<file path="src/rtl/uart_rx_bridge_if.sv">
// Consumer-side byte handshake between the UART receiver and the Wrapper.
// The receiver drives head byte and valid; the consumer answers with ack.
interface uart_rx_bridge_if;
    logic [7:0] UART_RX;
    logic       UART_RX_valid;
    logic       UART_RX_ack;

    modport master (
        output UART_RX,
        output UART_RX_valid,
        input  UART_RX_ack
    );

    modport slave (
        input  UART_RX,
        input  UART_RX_valid,
        output UART_RX_ack
    );
endinterface

</file>
<file path="src/rtl/uart_rx_bridge.sv">
// 8N1 UART receiver feeding a small byte FIFO with a valid/ack consumer port.
// Framing errors and overruns are reported as one-cycle registered pulses.
module uart_rx_bridge #(
    parameter int CLKS_PER_BIT = 868,
    parameter int FIFO_DEPTH   = 4
) (
    input  logic              CLK,
    input  logic              RESETN,
    input  logic              RX,
    uart_rx_bridge_if.master  rx_if,
    output logic              RX_frame_err,
    output logic              RX_overrun
);

    localparam int TW = $clog2(CLKS_PER_BIT);
    localparam int AW = $clog2(FIFO_DEPTH);
    localparam logic [TW-1:0] HALF_M1 = TW'(CLKS_PER_BIT / 2 - 1);
    localparam logic [TW-1:0] FULL_M1 = TW'(CLKS_PER_BIT - 1);
    localparam logic [TW-1:0] T_ONE   = TW'(1);
    localparam logic [AW:0]   P_ONE   = (AW + 1)'(1);

    typedef enum logic [1:0] {IDLE, START, DATA, STOP} state_e;

    state_e        state_q;
    logic [TW-1:0] timer_q;
    logic [2:0]    bit_idx_q;
    logic [7:0]    shift_q;
    logic          sync_q;
    logic          rx_s_q;
    logic          rx_prev_q;
    logic          frame_err_q;
    logic          overrun_q;

    logic [AW:0]   wr_ptr_q;
    logic [AW:0]   wr_ptr_d;
    logic [AW:0]   rd_ptr_q;
    logic [AW:0]   rd_ptr_d;
    logic [7:0]    mem_q [FIFO_DEPTH];

    logic tick_half;
    logic tick_bit;
    logic push;
    logic pop;
    logic full;
    logic empty;
    logic accept;

    assign tick_half = (timer_q == HALF_M1);
    assign tick_bit  = (timer_q == FULL_M1);
    assign push      = (state_q == STOP) && tick_bit && rx_s_q;

    always_ff @(posedge CLK or negedge RESETN) begin
        if (!RESETN) begin
            sync_q    <= 1'b1;
            rx_s_q    <= 1'b1;
            rx_prev_q <= 1'b1;
        end else begin
            sync_q    <= RX;
            rx_s_q    <= sync_q;
            rx_prev_q <= rx_s_q;
        end
    end

    // Timer counts from 0 on the cycle after each state entry or sample.
    always_ff @(posedge CLK or negedge RESETN) begin
        if (!RESETN) begin
            state_q     <= IDLE;
            timer_q     <= '0;
            bit_idx_q   <= '0;
            shift_q     <= '0;
            frame_err_q <= 1'b0;
        end else begin
            frame_err_q <= 1'b0;
            unique case (state_q)
                IDLE: begin
                    timer_q   <= '0;
                    bit_idx_q <= '0;
                    if (rx_prev_q && !rx_s_q) state_q <= START;
                end
                START: begin
                    if (tick_half) begin
                        timer_q   <= '0;
                        bit_idx_q <= '0;
                        state_q   <= rx_s_q ? IDLE : DATA;
                    end else begin
                        timer_q <= timer_q + T_ONE;
                    end
                end
                DATA: begin
                    if (tick_bit) begin
                        timer_q   <= '0;
                        shift_q   <= {rx_s_q, shift_q[7:1]};
                        bit_idx_q <= bit_idx_q + 3'd1;
                        if (bit_idx_q == 3'd7) state_q <= STOP;
                    end else begin
                        timer_q <= timer_q + T_ONE;
                    end
                end
                STOP: begin
                    if (tick_bit) begin
                        timer_q     <= '0;
                        frame_err_q <= !rx_s_q;
                        state_q     <= IDLE;
                    end else begin
                        timer_q <= timer_q + T_ONE;
                    end
                end
                default: state_q <= IDLE;
            endcase
        end
    end

    assign empty  = (wr_ptr_q == rd_ptr_q);
    assign full   = (wr_ptr_q[AW] != rd_ptr_q[AW]) &&
                    (wr_ptr_q[AW-1:0] == rd_ptr_q[AW-1:0]);
    assign pop    = rx_if.UART_RX_ack && !empty;
    assign accept = push && (!full || pop);

    always_comb begin
        wr_ptr_d = wr_ptr_q;
        rd_ptr_d = rd_ptr_q;
        if (accept) wr_ptr_d = wr_ptr_q + P_ONE;
        if (pop)    rd_ptr_d = rd_ptr_q + P_ONE;
    end

    always_ff @(posedge CLK or negedge RESETN) begin
        if (!RESETN) begin
            wr_ptr_q  <= '0;
            rd_ptr_q  <= '0;
            overrun_q <= 1'b0;
        end else begin
            wr_ptr_q  <= wr_ptr_d;
            rd_ptr_q  <= rd_ptr_d;
            overrun_q <= push && full && !pop;
        end
    end

    // Storage needs no reset: empty entries are masked on the output.
    always_ff @(posedge CLK) begin
        if (accept) mem_q[wr_ptr_q[AW-1:0]] <= shift_q;
    end

    assign rx_if.UART_RX       = empty ? 8'h00 : mem_q[rd_ptr_q[AW-1:0]];
    assign rx_if.UART_RX_valid = !empty;
    assign RX_frame_err        = frame_err_q;
    assign RX_overrun          = overrun_q;

endmodule
</file>
<file path="src/flat_wrapper.sv">
// flat-port wrapper written by rule: the top's interface ports become plain ports
module uart_rx_bridge_flat 
#(
    parameter int CLKS_PER_BIT = 868,
    parameter int FIFO_DEPTH   = 4
)
  (CLK, RESETN, RX, RX_frame_err, RX_overrun, rx_if_UART_RX, rx_if_UART_RX_valid, rx_if_UART_RX_ack);
  uart_rx_bridge_if rx_if_i ();
  input  logic CLK;
  input  logic RESETN;
  input  logic RX;
  output logic RX_frame_err;
  output logic RX_overrun;
  output wire logic [$bits(rx_if_i.UART_RX)-1:0] rx_if_UART_RX;
  output wire logic [$bits(rx_if_i.UART_RX_valid)-1:0] rx_if_UART_RX_valid;
  input wire logic [$bits(rx_if_i.UART_RX_ack)-1:0] rx_if_UART_RX_ack;
  assign rx_if_UART_RX = rx_if_i.UART_RX;
  assign rx_if_UART_RX_valid = rx_if_i.UART_RX_valid;
  assign rx_if_i.UART_RX_ack = rx_if_UART_RX_ack;
  uart_rx_bridge #(.CLKS_PER_BIT(CLKS_PER_BIT), .FIFO_DEPTH(FIFO_DEPTH)) u_core (.CLK(CLK), .RESETN(RESETN), .RX(RX), .rx_if(rx_if_i), .RX_frame_err(RX_frame_err), .RX_overrun(RX_overrun));
endmodule
</file>
<file path="config.mk">
export PLATFORM = sky130hd
export DESIGN_NAME = uart_rx_bridge_flat
export DESIGN_NICKNAME = d
export VERILOG_FILES = /design/src/rtl/uart_rx_bridge_if.sv /design/src/rtl/uart_rx_bridge.sv /design/src/flat_wrapper.sv
export SDC_FILE = /design/constraint.sdc
export NUM_CORES = 1
export LEC_CHECK = 0
export CORE_ASPECT_RATIO = 1.1
export CORE_UTILIZATION = 45
export CTS_CLUSTER_DIAMETER = 100
export DETAILED_ROUTE_END_ITERATION = 8
export GPL_ROUTABILITY_DRIVEN = 0
export PLACE_DENSITY = 0.59
export SYNTH_ARGS = -nofsm -noshare
export SYNTH_HDL_FRONTEND = slang
export SYNTH_SLANG_ARGS = --single-unit
</file>
<file path="constraint.sdc">
create_clock -name CLK -period 2.8 [get_ports CLK]
set_input_delay 0.28 -clock CLK [delete_from_list [all_inputs] [get_ports CLK]]
set_output_delay 0.28 -clock CLK [all_outputs]
set_load 0.02 [all_outputs]
</file>
# ---- After elaboration in Yosys (flattened, before gate mapping)
# Memory sizes are Yosys's and may differ from the RTL's.
# Cells that the tools add are included.
dict set report word_totals {
  reg_bits 34
  latch_bits 0
  ramBits 32
  rom_bits 0
  input_bits 4
  output_inout_bits 11
  memories 1
}
dict set report classes {
  n_addsub 4
  n_mul 0
  n_div 0
  magnitude_cmp 0
  eq_ne 14
  shift 0
  mux 18
  bitwise 0
  n_reduce_logical 19
}
# memory depth word_bits read_ports rd_clocked_by_memory_dff write_ports line
set memory_table {}
lappend memory_table {u_core.mem_q 4 8 1 0 1 uart_rx_bridge.sv:38} ;# logic [7:0] mem_q [FIFO_DEPTH];
# cell count
set ops {}
lappend ops {{one-hot mux 10 bit (3 select lines)} 1}
lappend ops {{2-to-1 mux 10 bit} 2}
lappend ops {{2-to-1 mux 2 bit} 6}
lappend ops {{adder 10 x 1 -> 10 bit, second input constant} 1}
lappend ops {{== test 10 bit, second input constant} 1}
lappend ops {{== test 10 x 9 -> 1 bit, second input constant} 1}
lappend ops {{inequality test 2 x 1 -> 1 bit, second input constant} 5}
lappend ops {{adder 3 x 1 -> 3 bit, second input constant} 3}
lappend ops {{one-hot mux 3 bit (3 select lines)} 1}
lappend ops {{logical AND 1 bit} 8}
lappend ops {{2-to-1 mux 8 bit} 1}
lappend ops {{one-hot mux 2 bit (4 select lines)} 1}
lappend ops {{2-to-1 mux 3 bit} 2}
lappend ops {{AND reduction 5 bit} 1}
lappend ops {{== test 2 bit, second input constant} 2}
lappend ops {{logical NOT 1 bit} 4}
lappend ops {{2-to-1 mux 1 bit} 4}
lappend ops {{== test 3 bit} 1}
lappend ops {{== test 3 bit, second input constant} 1}
lappend ops {{AND reduction 3 bit} 1}
lappend ops {{nonzero test 3 bit} 1}
lappend ops {{== test 2 x 1 -> 1 bit, second input constant} 1}
lappend ops {{== test 2 bit} 1}
lappend ops {{logical NOT 2 bit} 1}
lappend ops {{other kinds (4)} 4}

# ---- Longest topological paths before layout
dict set report depth {
  depth_word 7
  mapped_depth 6
  depth_no_buf 6
}

# ---- Least setup slack after synthesis
# Ideal clock, no wire load.
dict set report synth_path {
  path_kind {reg-to-reg}
  start {reg u_core.timer_q[3]}
  end {mem u_core.mem_q[2][0], enable pin}
  arrival_time_ps 1863
  t_required_ps 2468
  setup_slack_ps 605
  path_stages_with_launch 6
  n_path_buf 1
  period_less_slack_ps 2195
  cell_sequence {dfrtp_1 > or3b_1 > or3_1 > buf_6 > nor3_4 > and2_1}
}
dict set report synth_via {
  elab_chain_len 6
}
# element line
set synth_rtl {}
lappend synth_rtl {{start: declaration} uart_rx_bridge.sv:25} ;# logic [TW-1:0] timer_q;
lappend synth_rtl {{start signal: assignment} uart_rx_bridge.sv:86} ;# timer_q <= timer_q + T_ONE;
lappend synth_rtl {{start signal: assignment} uart_rx_bridge.sv:96} ;# timer_q <= timer_q + T_ONE;
lappend synth_rtl {{start signal: assignment} uart_rx_bridge.sv:105} ;# timer_q <= timer_q + T_ONE;
lappend synth_rtl {{== test 10 bit} uart_rx_bridge.sv:49} ;# assign tick_bit = (timer_q == FULL_M1);
lappend synth_rtl {{logical AND 1 bit (2 in series)} uart_rx_bridge.sv:50} ;# assign push = (state_q == STOP) && tick_bit && rx_s_q;
lappend synth_rtl {{logical AND 1 bit} uart_rx_bridge.sv:117} ;# assign accept = push && (!full || pop);
lappend synth_rtl {{2-to-1 mux 1 bit} uart_rx_bridge.sv:140} ;# if (accept) mem_q[wr_ptr_q[AW-1:0]] <= shift_q;
lappend synth_rtl {{2-to-1 mux 1 bit (not written as such)} uart_rx_bridge.sv:140}
lappend synth_rtl {{end: declaration} uart_rx_bridge.sv:38}
# No other way between the ends.

# ---- Final worst setup path
dict set report layout_path {
  start {reg u_core.rd_ptr_q[1]}
  end {out rx_if_UART_RX[5]}
}
dict set report layout_via {
  elab_chain_len 2
  word_cells_on_any_way 3
  cone_classes {eq/ne (1); mux (1); memory (1)}
}
# element line
set layout_rtl {}
lappend layout_rtl {{start: declaration} uart_rx_bridge.sv:36} ;# logic [AW:0] rd_ptr_q;
lappend layout_rtl {{start signal: assignment} uart_rx_bridge.sv:133} ;# rd_ptr_q <= rd_ptr_d;
lappend layout_rtl {{memory (4 x 8 bit) or == test 3 bit (tied branches)} -}
lappend layout_rtl {{2-to-1 mux 8 bit (*)} uart_rx_bridge.sv:143} ;# assign rx_if.UART_RX = empty ? 8'h00 : mem_q[rd_ptr_q[AW-1:0]];
lappend layout_rtl {{end: declaration} flat_wrapper.sv:14} ;# output wire logic [$bits(rx_if_i.UART_RX)-1:0] rx_if_UART_RX;
# Every way passes the cells marked *; elsewhere a longest branch is shown, timed or not.

==> results <==
- The run finished with clean final reports.
- The overall die area is 6640 um^2.
- The largest driver fanout on the critical path is 11.
- Of the cells placed in the final design, the portion with a size suffix greater than 1 is 0.190.
- After global routing the overflow that remains totals 0.
- The cts-stage hold buffer count is 0.
- The via count of the first global-routing pass is 1661.
- The share of flip-flops with an asynchronous set or reset after synthesis is 0.515.
- The switching fraction of total power is 0.281.
- The cell area that synthesis handed to floorplanning was around 2800 um^2.
- The post-DP HPWL is 3270 um.
- The area growth from synthesis to layout is 14.5%.
- The worst setup path is captured at an output pin.
- In the final routed layout, each cell accounts on average for 15.5 um.
- The region available for standard cell placement spans around 6000 um^2.
- In the synthesized netlist the dominant register cell turns out to be sky130_fd_sc_hd__edfxtp_1.
- The H-tree depth is 3.
- The die is approximately 85 um tall.
- The overall global routing resource usage is 0.169.
- Headroom to the max-slew limit came out at 0.522.
- The cell at the root of the clock tree is sky130_fd_sc_hd__clkbuf_8.
- The number of register bits inferred by synthesis is 66.
- Counting the fill cells in the layout gives 531.
- The category of the most critical setup path is reg -> out.
- After synthesis, the netlist uses 41 different library cells.
- The tree built by TritonCTS fans out to 66 sinks.
- The power per unit of standard cell area is 781 nW/um^2.
- The clock skew after layout is 0.00826 ns.
- Buffers placed on the I/O ports in this run total 14.
- The mean cell area of the mapped netlist is roughly 15 um^2.
- Dividing the detail-routed via count by the number of cells gives 5.21.
- The register share of total power is 0.471.
- The portion of synthesized cell area occupied by the leading cell type is 0.338.
- Counting I/O delays and the setup requirement, the final critical path takes 2.53 ns.
- The residual antenna-violating net count after detailed routing is 0.
- The post-synthesis net count is 203.
- Entering global routing, the biggest net connects 35 pins.
- In the routed design, unresolved DRC markers number 0.
- The first TritonRoute pass finished after 4 iterations.
- The number of warnings printed during yosys synthesis is 0.
- The number of core rows is 30.
- The clock latency of the later-clocked register in the worst-skew pair is 0.34 ns.
- The design internal power is 1830 uW.
- The nature of the critical path startpoint is a flop.
- Setup repair after global routing left no endpoint under its margin.
- Across all setup checks in the final design, the least slack found is ~0.27 ns.
- The number of hold violations in the final report came to 0.
- Setup total negative slack on the finished layout was measured at 0 ns.
- Of the total power, the clock network draws 0.294.
- The top cell types in the final layout, fill and taps aside, are sky130_fd_sc_hd__edfxtp_1 (32), sky130_fd_sc_hd__dfrtp_1 (30), sky130_fd_sc_hd__clkdlybuf4s50_1 (14).
- After synthesis, the cell types taking the most area are sky130_fd_sc_hd__edfxtp_1 (34%), sky130_fd_sc_hd__dfrtp_1 (27%), sky130_fd_sc_hd__mux4_2 (6.3%).
- The share of the yosys chip area belonging to registers is 0.638.
- After technology mapping, the gate count stands at 190.
- Counting cells, the worst reg-to-reg path comes to 4.
- The number of antenna violations at the first check in global routing is 0.
- The type of the most critical hold path is in -> async.
- TritonCTS built the clock tree.
- Timing would allow up to between 300 and 400 MHz.
- The fraction of the cycle the final worst path needs is 0.905.
- IR analysis of the VDD net gives a maximum drop of 0.000372 V.
- For the pin with the worst max-slew slack, the measured transition is around 0.71 ns.
- The maximum number of buffers from clock root to sink is 2.
- The detailed router finished its first iteration with 121 violations.
- For this design the static power due to leakage is 0.00129 uW.
- The global-route wire length before repair is around 8100 um.
- The initial core utilization is 0.465.
- The net count of the finished layout is 224.
- Data on the critical path is required at its endpoint by 2.52 ns.
- The post-CTS setup buffer count is 0.
- The cell type with the largest total area after synthesis is sky130_fd_sc_hd__edfxtp_1.
- The routed wire length is roughly 4600 um.
- The reported max-cap violation count is 0.
- The post-CTS clock slew at the launch and capture registers of the worst setup and hold paths is 0.07 ns.
- The max-slew violation count is 0.
- The signal arrival time at the worst endpoint is ~2.3 ns.
- The number of resized instances in the post-cts repair step is 0.
- The worst hold slack after final layout is roughly 0.33 ns.
- Buffers inserted during clock tree synthesis total 9.
- The final route contains 1541 vias.
- The completed layout was analyzed and its total power is 2540 uW.
- 15 I/O pins were placed.
- Setup violations remaining at the end of the flow were counted as 0.
- The combinational share of power is 0.235.
- The die is 77.8 um wide.
- OpenSTA, run right after detailed placement, puts the worst setup slack at 0.324 ns.
- The number of synthesized flops with an enable pin is 32.
- The antenna diode instance count is 0.
- Summed over all nets, the switching power comes to between 700 and 800 uW.
- The most frequent standard cell in the layout excluding fill and tap cells is sky130_fd_sc_hd__edfxtp_1.
[synthesized netlist by cell type, types with 2 or more instances]
master,n
sky130_fd_sc_hd__and3_1,2
sky130_fd_sc_hd__mux4_2,8
sky130_fd_sc_hd__o21ai_0,2
sky130_fd_sc_hd__nand2_1,8
sky130_fd_sc_hd__dfrtp_1,31
sky130_fd_sc_hd__and2_1,12
sky130_fd_sc_hd__nand3_1,4
sky130_fd_sc_hd__nor2_1,13
sky130_fd_sc_hd__inv_1,5
sky130_fd_sc_hd__dfstp_2,3
sky130_fd_sc_hd__edfxtp_1,32
sky130_fd_sc_hd__xor2_1,5
sky130_fd_sc_hd__ha_1,9
sky130_fd_sc_hd__nor4_1,2
sky130_fd_sc_hd__xnor2_1,10
sky130_fd_sc_hd__nand4_1,2
sky130_fd_sc_hd__mux2_2,9
sky130_fd_sc_hd__mux2i_1,2
sky130_fd_sc_hd__nor3_1,4
sky130_fd_sc_hd__clkbuf_1,4
sky130_fd_sc_hd__a31oi_1,3
[per-stage QoR]
step | cell area, um^2 | utilization | cells
6_report | 3260 | 0.532 | 296
5_1_grt | 3260 | 0.532 | 296
4_1_cts | 3250 | 0.532 | 296
3_5_place_dp | 3070 | 0.501 | 280
3_3_place_gp | 3070 | 0.501 | 280
2_1_floorplan | 2840 | - | 190
[cell families (layout without fill, tap and decap cells)]
logic type | Yosys count | after routing | share of synthesized area
buffers and inverters | 11 | 37 | 0.0176
AO/OA/AOI/OAI | 10 | 10 | 0.0242
XOR/XNOR | 15 | 15 | 0.0462
adder cells (fa/ha/maj) | 9 | 9 | 0.0396
multiplexers | 20 | 20 | 0.110
flip-flops | 66 | 66 | 0.638
AND/OR/NAND/NOR | 59 | 59 | 0.124
[final timing paths]
path / from / to / slack, ns
max: u_core.rd_ptr_q[1]$_DFFE_PN0P_ / rx_if_UART_RX[5] / 0.27
min: RESETN / u_core.rd_ptr_q[1]$_DFFE_PN0P_ / 0.33
max reg2reg: u_core.timer_q[3]$_DFF_PN0_ / u_core.mem_q[1][6]$_DFFE_PP_ / 0.34
min reg2reg: u_core.sync_q$_DFF_PN1_ / u_core.rx_s_q$_DFF_PN1_ / 0.36
max in group asynchronous: RESETN / u_core.rx_prev_q$_DFF_PN1_ / 2.12
min in group CLK: RX / u_core.sync_q$_DFF_PN1_ / 0.35
[registers in the layout, summed over array words and instances, names as in the netlist, 3 cells and up, named ones only]
name,flops
u_core.bit_idx_q,3
u_core.mem_q,32
u_core.rd_ptr_q,3
u_core.shift_q,8
u_core.timer_q,10
u_core.wr_ptr_q,3
[worst max-delay path: stages (launching register included)]
cell                              delay (ns)
sky130_fd_sc_hd__dfrtp_1                0.63
sky130_fd_sc_hd__xnor2_1                0.19
sky130_fd_sc_hd__nand3b_1               0.31
sky130_fd_sc_hd__and2_1                 0.25
sky130_fd_sc_hd__clkdlybuf4s50_1        0.53
[per-layer routing]
| layer | share of wire | track usage | vias to the layer above |
|---|---|---|---|
| met5 | 0 | 0 | - |
| met4 | 0.015 | 0.0720 | 0 |
| met3 | 0.034 | 0.0613 | 8 |
| met2 | 0.52 | 0.286 | 25 |
| met1 | 0.43 | 0.194 | 773 |
| li1 | - | - | 735 |
[final cells by class]
class	count	area, um^2	area share
Sequential cell	66	1820	0.558
Multi-Input combinational cell	113	978	0.301
Timing Repair Buffer	16	155	0.0477
Clock buffer	11	131	0.0404
Tap cell	80	100	0.0307
Clock inverter	5	55.1	0.0169
Inverter	5	18.8	0.00576
[power by group through the flow]
stage	Clock, uW	Combinational (uW)	Sequential, uW
4_1_cts	775	609	1200
3_3_place_gp	0	586	1210
5_1_grt	827	664	1220
3_5_place_dp	0	605	1220
6_report	748	598	1200
2_1_floorplan	0	466	1140
Power figures use the tool's default switching activity.
